==> config.mk <==
export PLATFORM = sky130hd
export DESIGN_NAME = oai22_rr_sched
export DESIGN_NICKNAME = d
export VERILOG_FILES = /design/src/rtl/oai22_rr_sched.sv
export SDC_FILE = /design/constraint.sdc
export NUM_CORES = 1
export LEC_CHECK = 0
export CAP_MARGIN = 20
export CORE_UTILIZATION = 41
export CTS_CLUSTER_DIAMETER = 120
export DETAILED_ROUTE_END_ITERATION = 7
export PLACE_DENSITY = 0.79
export SETUP_SLACK_MARGIN = 0.3
export SYNTH_ARGS = -nofsm -noshare
export SYNTH_HDL_FRONTEND = slang
export SYNTH_SLANG_ARGS = --single-unit
==> constraint.sdc <==
create_clock -name clk -period 2.2 [get_ports clk]
set_clock_uncertainty 0.05 [all_clocks]
set_input_delay 0.33 -clock clk [delete_from_list [all_inputs] [get_ports clk]]
set_output_delay 0.33 -clock clk [all_outputs]
set_load 0.03 [all_outputs]
==> src/rtl/oai22_rr_sched.sv <==
`default_nettype none
// ============================================================================
// Module   : oai22_rr_sched
// Purpose  : Round-robin scheduler that time-shares one external OAI22 gate,
//            out = ~((in0|in1) & (in2|in3)), among NREQ requesters. One
//            requester is granted at a time. Its operand set is registered
//            and driven onto the gate. The gate result is sampled one cycle
//            later and returned with the owner's id over a val/rdy response.
// Revision : 1.0 - initial release
// ----------------------------------------------------------------------------
// Parameters
//   NREQ       number of requesters (2, 4 or 8)
//   IDW        requester id width, $clog2(NREQ)
// Ports
//   clk        clock, rising-edge active
//   reset      asynchronous active-high reset
//   req_val    [NREQ]    per-requester operand-valid
//   req_rdy    [NREQ]    per-requester accept, at most one bit high
//   req_data   [4*NREQ]  operand sets, slice i = {in3,in2,in1,in0}
//   gate_in0..gate_in3   operands to the shared OAI22 gate
//   gate_out             combinational result from the shared gate
//   resp_val / resp_rdy  response handshake
//   resp_data            registered gate result
//   resp_id   [IDW]      owner of resp_data
//   busy                 high whenever the scheduler is not idle
// ============================================================================
module oai22_rr_sched #(
    parameter int NREQ = 4,
    parameter int IDW  = $clog2(NREQ)
) (
    input  logic              clk,
    input  logic              reset,
    input  logic [NREQ-1:0]   req_val,
    output logic [NREQ-1:0]   req_rdy,
    input  logic [4*NREQ-1:0] req_data,
    output logic              gate_in0,
    output logic              gate_in1,
    output logic              gate_in2,
    output logic              gate_in3,
    input  logic              gate_out,
    output logic              resp_val,
    input  logic              resp_rdy,
    output logic              resp_data,
    output logic [IDW-1:0]    resp_id,
    output logic              busy
);

    typedef enum logic [1:0] {
        IDLE = 2'd0,
        EVAL = 2'd1,
        RESP = 2'd2
    } state_t;

    state_t          state;
    state_t          state_nxt;

    logic [IDW-1:0]  ptr;         // highest-priority requester for next grant
    logic [3:0]      operand;     // {in3,in2,in1,in0} of the granted request
    logic            result;      // gate output captured during EVAL
    logic [IDW-1:0]  owner_id;    // id of the request being served

    logic            grant_found;
    logic [IDW-1:0]  grant_idx;
    logic [IDW-1:0]  scan_idx;
    logic [3:0]      grant_data;
    logic            fire;

    // ------------------------------------------------------------------------
    // Rotating priority search. NREQ is a power of two, so adding the scan
    // offset to ptr in IDW bits wraps modulo NREQ for free.
    // ------------------------------------------------------------------------
    always_comb begin
        grant_found = 1'b0;
        grant_idx   = '0;
        scan_idx    = '0;
        for (int k = 0; k < NREQ; k++) begin
            scan_idx = ptr + IDW'(k);
            if (!grant_found && req_val[scan_idx]) begin
                grant_found = 1'b1;
                grant_idx   = scan_idx;
            end
        end
    end

    // Operand slice of the winning requester.
    always_comb begin
        grant_data = 4'b0000;
        for (int i = 0; i < NREQ; i++) begin
            if (grant_idx == IDW'(i)) begin
                grant_data = req_data[4*i +: 4];
            end
        end
    end

    // Grants are only offered in IDLE; the winner is by construction valid,
    // so a grant and a fire are the same event.
    assign fire = (state == IDLE) && grant_found;

    // One-hot ready decode.
    generate
        for (genvar gi = 0; gi < NREQ; gi++) begin : g_rdy
            assign req_rdy[gi] = fire && (grant_idx == IDW'(gi));
        end
    endgenerate

    // ------------------------------------------------------------------------
    // FSM state register
    // ------------------------------------------------------------------------
    always_ff @(posedge clk or posedge reset) begin
        if (reset) begin
            state <= IDLE;
        end else begin
            state <= state_nxt;
        end
    end

    // ------------------------------------------------------------------------
    // FSM next-state and handshake outputs. resp_val and busy decode straight
    // from the state register so an asynchronous reset drops them at once.
    // ------------------------------------------------------------------------
    always_comb begin
        state_nxt = state;
        resp_val  = 1'b0;
        busy      = 1'b1;
        case (state)
            IDLE: begin
                busy = 1'b0;
                if (fire) begin
                    state_nxt = EVAL;
                end
            end
            EVAL: begin
                state_nxt = RESP;
            end
            RESP: begin
                resp_val = 1'b1;
                // No new request is considered in the response-fire cycle;
                // the next grant waits for IDLE.
                if (resp_rdy) begin
                    state_nxt = IDLE;
                end
            end
            default: begin
                state_nxt = IDLE;
                busy      = 1'b0;
            end
        endcase
    end

    // ------------------------------------------------------------------------
    // Datapath registers
    // ------------------------------------------------------------------------
    always_ff @(posedge clk or posedge reset) begin
        if (reset) begin
            ptr      <= '0;
            operand  <= 4'b0000;
            owner_id <= '0;
        end else if (fire) begin
            ptr      <= grant_idx + IDW'(1);
            operand  <= grant_data;
            owner_id <= grant_idx;
        end
    end

    // gate_out is meaningful only while the registered operands have been on
    // the gate for a full cycle, i.e. in EVAL.
    always_ff @(posedge clk or posedge reset) begin
        if (reset) begin
            result <= 1'b0;
        end else if (state == EVAL) begin
            result <= gate_out;
        end
    end

    // The gate is always driven from the operand register, in every state.
    assign gate_in0  = operand[0];
    assign gate_in1  = operand[1];
    assign gate_in2  = operand[2];
    assign gate_in3  = operand[3];

    assign resp_data = result;
    assign resp_id   = owner_id;

endmodule
`default_nettype wire

==> results of run 1 <==
[registers in the layout, summed over array words and instances, names as in the netlist]
| signal | cells |
|---|---|
| state | 2 |
| resp_id | 2 |
| resp_data | 1 |
| operand | 4 |
| ptr | 2 |
[cells by family after synthesis]
family | Yosys count | share of synthesized area [%]
AOI/OAI and AO/OA | 26 | 24.51
adders and majority gates | 9 | 13.70
buffers and inverters | 12 | 5.480
DFF | 11 | 33.49
muxes | 3 | 4.109
and+or+nand+nor | 29 | 18.72
[cell usage after synthesis (all sizes together) (2+ instances only)]
cell type and count:
dfrtp 11, nand2 6, nand3b 4, ha 9
buf 2, nand2b 2, and2 4, inv 10
o41a 2, a21oi 14, nor2 7, mux2 3
o41ai 2, a221o 4, nor2b 2
[cells in the final DEF, fill, tap and decap left out]
master / count
clkdlybuf4s50_1: 26
buf_4: 26
inv_1: 10
dfrtp_1: 10
a21oi_1: 9
nand2_1: 6
nor2_1: 6
buf_6: 6
dlygate4sd2_1: 5
nand3b_1: 4
a221o_1: 4
a21oi_2: 4
ha_4: 4
ha_1: 4
mux2_2: 3
and2_4: 3
clkbuf_4: 3
o41a_1: 2
o41ai_4: 1
a32oi_1: 1
nor2b_1: 1
nor2b_4: 1
o21a_4: 1
nand2b_4: 1
or2b_1: 1
a21oi_4: 1
nor3_4: 1
o41ai_1: 1
a311oi_2: 1
nor2_2: 1
or2_4: 1
and2_1: 1
or3_4: 1
nand2b_1: 1
o31ai_1: 1
ha_2: 1
clkbuf_1: 1
clkdlybuf4s15_2: 1
dfrtp_2: 1
[final cells by class]
cell class                      count  area, um^2  area share, %
Multi-Input combinational cell     67       638.1          40.19
Timing Repair Buffer               64       578.1          36.41
Sequential cell                    11       276.5          17.42
Inverter                           10       37.54          2.364
Tap cell                           25       31.28          1.970
Clock buffer                        4       26.28          1.655
[power groups by stage]
stage	logic, mW	registers, mW	clock network (mW)
floorplan	0.636	0.499	0
global placement	1.20	0.377	0
detailed placement	1.24	0.378	0
CTS	1.46	0.381	0.142
global route	1.74	0.409	0.150
finish	1.66	0.399	0.141
[routing by layer]
layer	vias up	global-route usage [%]
li1	455	-
met1	505	36.95
met2	61	50.00
met3	18	9.615
met4	0	19.43
met5	-	0
[what timing repair did]
item | CTS | global route
pin swaps | 7 | 9
hold endpoints to repair | 0 | 0
gates cloned | 0 | 0
resized for setup | 35 | 6
setup buffers | 9 | 3
setup endpoints to repair | 10 | 8
[per-stage QoR]
step	power, mW	setup WS, ps	util, %	setup TNS, ps	hold WS, ps
finish	2.200	-1.922	88.13	-1.922	281.7
CTS	1.979	20.73	85.35	0	294.9
floorplan	1.135	313.1	-	0	132.4
detailed placement	1.614	-368.5	73.33	-2593	430.8
global route	2.298	-39.83	88.13	-131.2	348.2
global placement	1.577	-331.7	73.33	-2194	422.2
[worst min path at each step]
stage	slack (ps)	cells past startpoint	endpoint
after floorplan	130	1	operand[0]
final	280	2	operand[0]
after global routing	350	2	operand[0]
after global placement	420	2	resp_id[0]
after detailed placement	430	2	resp_id[0]
after CTS	290	2	operand[0]
==> flow_metrics.tcl, run 1 <==
set metrics [dict create \
    start_util_pct 45.62 \
    finalHoldViolations 0 \
    arrival_ps 1820 \
    drt_first_pass_iters 4 \
    crit_fanout 5 \
    crit_type "primary input to output pin" \
    min_path_type "primary input to async pin" \
    grt_use_total_pct 31.35 \
    cap_viol_max_count 0 \
    worstReg2RegEnd "operand[2]" \
    grt_overflow_total 0 \
    htree_levels 1 \
    setup_violations 1 \
    synthesis.yosys.warnings 0 \
    fp.dieH_um 46.78 \
    synthCells 90 \
    wl_met3_um 294 \
    reg2regPathDepth 9 \
    synth_ff_type "dfrtp_1" \
    cts_max_path_buffers 2 \
    cts-root-buf "clkbuf_4" \
    violations "negative setup slack" \
    cp-endpoint "req_rdy[1]" \
    clock-sinks 11 \
    worst_slack_ps -1.922 \
    dp.cells 165 \
    syn_nets 123 \
    ys_types 24 \
    grt_pass1_vias 1003 \
    vias 1039 \
    final_nets 190 \
    synth_enable_flop_cells 0 \
    worstMarginPinSlew_ps 399.9 \
    yosys.area.top_type "dfrtp_1" \
    rsz0062_at_grt "yes" \
    instances_no_fill 181 \
    crit_required_ps 1820 \
    swShare_pct 47.30 \
    viasPerCell 5.740 \
    place_area_um2 1321 \
    antenna_left 0 \
    drt_iter0_markers 35 \
    cp_slowest_stage_delay_ps 550 \
    synth_area_leaders "dfrtp_1 (33%), ha_1 (14%), a21oi_1 (8.5%)" \
    wl_met1_um 1566 \
    wl_um 3872 \
    antenna_found_initial 0 \
    p_sw_mw 1.040 \
    ir_drop_mv 1.026 \
    leakagePower_nw 0.7182 \
    ctsHoldBuffers 0 \
    slew_headroom_pct 73.31 \
    cp_num_buf_inv 4 \
    grt_max_degree 12 \
    max_freq_ghz 0.4541 \
    seqPwrFrac_pct 18.1 \
    drc 0 \
    gp_congestion 0.7204 \
    maxSlewViolCount 0 \
    fin_crit_ps 2202 \
    syn_area_per_cell_um2 9.134 \
    cp-end-kind "output pin" \
    wl_met2_um 1840 \
    cts_tree "built" \
    hpwl_um 1716 \
    crit_top_cell "buf_4" \
    syn2layout_area_growth_pct 93.15 \
    clk_pin_slew_ps 80 \
    ys_seq_area_share_pct 33.49 \
    status "finished, violations left" \
    design_area_um2 1588 \
    ys_ff_latch 11 \
    syn_area_um2 822.0 \
    crit_family "buffers and inverters" \
    p_comb_share_pct 75.5 \
    critical_path_depth 6 \
    diodes 0 \
    synth_top_area_share_pct 33.49 \
    fill_cells 81 \
    cts_buffers 3 \
    highest_layer "met4" \
    fp-row-count 15 \
    coreArea_um2 1802 \
    die_area_um2 2188 \
    async_reset_ff_share_pct 100.0 \
    crit_start "req_val[2]" \
    period_share_pct 100.1 \
    intPower_mw 1.159 \
    cp-start-kind "primary input" \
    portBuffers 36 \
    die_w_um 46.78 \
    grt_pass1_wl_um 4636 \
    drive_above_1_share_pct 39.74 \
    worstPathCellList "dlygate4sd2_1, buf_4, buf_4, o41a_1, and2_1, buf_6" \
    power_density_nw_per_um2 1385 \
    rrSetupSlack_ps -2 \
    clkLatencyLatePin_ps 270 \
    wl_per_cell_um 21.39 \
    clkPwrFrac_pct 6.4 \
    regToRegStartpoint "ptr[1]" \
    ios 37 \
    cpMaxStageDelayCell "o41a_1" \
]
Power figures use the tool's default switching activity.
==> inputs of run 2 (changes only) <==
--- a/config.mk
+++ b/config.mk
@@ -6,9 +6,11 @@
 export NUM_CORES = 1
 export LEC_CHECK = 0
 export CAP_MARGIN = 20
+export CORE_MARGIN = 2
 export CORE_UTILIZATION = 41
 export CTS_CLUSTER_DIAMETER = 120
 export DETAILED_ROUTE_END_ITERATION = 7
+export MAX_ROUTING_LAYER = met4
 export PLACE_DENSITY = 0.79
 export SETUP_SLACK_MARGIN = 0.3
 export SYNTH_ARGS = -nofsm -noshare
==> flow_metrics.tcl, run 2 (synthesis gave the netlist of run 1 again) <==
set metrics [dict create \
    vias 908 \
    fp.dieH_um 48.78 \
    drt_iter0_markers 13 \
    worstReg2RegEnd "operand[0]" \
    max_freq_ghz 0.4574 \
    final_common_cell "clkdlybuf4s50_1" \
    setup_violations 0 \
    leakagePower_nw 0.6811 \
    coreArea_um2 1922 \
    period_share_pct 99.37 \
    min_path_type "primary input to async pin" \
    clk_pin_slew_ps 80 \
    top_register "operand" \
    cpMaxStageDelayCell "dfrtp_1" \
    grt_overflow_total 0 \
    worstPathCellList "nor2b_4, o21a_4, or3_4, ha_4, and2_4, buf_6" \
    p_comb_share_pct 73.4 \
    syn2layout_area_growth_pct 85.08 \
    seqPwrFrac_pct 19.4 \
    rrSetupSlack_ps 150 \
    rsz0062_at_grt "yes" \
    crit_fanout 3 \
    clkPwrFrac_pct 7.2 \
    die_area_um2 2379 \
    cp_slowest_stage_delay_ps 430 \
    hold_ws_ps 316.1 \
    ir_drop_mv 0.9123 \
    clock-sinks 11 \
    intPower_mw 1.086 \
    slew_headroom_pct 69.64 \
    regToRegStartpoint "ptr[0]" \
    viasPerCell 5.159 \
    reg2regPathDepth 8 \
    htree_levels 1 \
    final_nets 183 \
    crit_required_ps 1820 \
    layout_common_cells "clkdlybuf4s50_1 (26), buf_4 (21), inv_1 (10), dfrtp_1 (10), a21oi_1 (9)" \
    wl_um 2630 \
    diodes 0 \
    cts_buffers 3 \
    antenna_found_initial 0 \
    grt_pass1_wl_um 4022 \
    fp-row-count 16 \
    antenna_left 0 \
    wl_per_cell_um 14.94 \
    grt_max_degree 12 \
    grt_use_total_pct 22.09 \
    largest_reg_flops 4 \
    ios 37 \
    clkLatencyLatePin_ps 280 \
    maxSlewViolCount 0 \
    crit_type "register to output pin" \
    cp-end-kind "output pin" \
    swShare_pct 45.68 \
    cp_num_buf_inv 1 \
    start_util_pct 42.77 \
    cp-start-kind "register" \
    finalHoldViolations 0 \
    cts-root-buf "clkbuf_4" \
    cts_max_path_buffers 2 \
    portBuffers 36 \
    grt_pass1_vias 925 \
    fin_util_pct 79.17 \
    gp_congestion 0.7762 \
    hpwl_um 1759 \
    fin_crit_ps 2186 \
    drc 0 \
    status "finished, final reports clean" \
    worstMarginPinSlew_ps 454.9 \
    crit_family "simple AND/OR/NAND/NOR gates" \
    arrival_ps 1810 \
    ctsHoldBuffers 0 \
    cap_viol_max_count 0 \
    p_sw_mw 0.9135 \
    power_density_nw_per_um2 1314 \
    drive_above_1_share_pct 35.57 \
    drt_first_pass_iters 4 \
    cts_tree "built" \
    die_w_um 48.78 \
]
## run 2: repair_timing
action,4_1_cts,5_1_grt
setup endpoints to repair,10,8
gates resized for setup,24,14
buffers inserted,2,4
pin swaps,6,5
## run 2: routing by layer
layer	track usage [%]	up-vias	share of wire, %
li1	-	440	-
met1	24.27	419	41
met2	40.64	41	51
met3	3.374	8	5.6
met4	7.143	0	2.9
met5	-	-	0
## run 2: worst register-to-register path, stage by stage, from the launching register on
cell     delay (ps)
dfrtp_1         430
nor2b_4          80
o21a_4          210
or3_4           370
ha_4            180
buf_4           150
a21oi_1         160
a221o_1         230
a21oi_2          70
## run 2: how the worst max path moves through the flow
stage / start / to / slack, ps / cells after the start
after floorplan: req_val[2] / req_rdy[1] / 310 / 5
after global placement: req_val[1] / operand[2] / -280 / 8
after detailed placement: req_val[0] / req_rdy[1] / -330 / 7
after CTS: ptr[0] / req_rdy[2] / -0.2 / 6
after global routing: ptr[0] / req_rdy[2] / -50 / 6
final: ptr[0] / req_rdy[2] / 10 / 6
## run 2: power groups by stage
stage / Combinational (mW) / Clock [mW] / Sequential, mW
after floorplan: 0.636 / 0 / 0.499
after global placement: 1.18 / 0 / 0.375
after detailed placement: 1.21 / 0 / 0.381
after CTS: 1.29 / 0.150 / 0.388
after global routing: 1.57 / 0.158 / 0.398
final: 1.47 / 0.144 / 0.388
## run 2: area by class of cell
| cell class | count | area, um^2 |
|---|---|---|
| Timing Repair Buffer | 57 | 513.0 |
| Sequential cell | 11 | 276.5 |
| Multi-Input combinational cell | 67 | 634.4 |
| Fill cell | 121 | 400.4 |
| Tap cell | 27 | 33.78 |
| Clock buffer | 4 | 26.28 |
| Inverter | 10 | 37.54 |
## run 2: metrics by stage
stage / worst slack [ps] / std cells / cell area [um^2] / setup TNS (ps) / total power [mW]
2_1_floorplan: 313.1 / 90 / 829.5 / 0 / 1.135
3_3_place_gp: -276.9 / 166 / 1316 / -1935 / 1.552
6_report: 13.82 / 176 / 1521 / 0 / 2.000
3_5_place_dp: -329.8 / 166 / 1316 / -2339 / 1.586
4_1_cts: -0.1720 / 172 / 1433 / -0.1720 / 1.833
5_1_grt: -45.82 / 176 / 1521 / -91.01 / 2.130
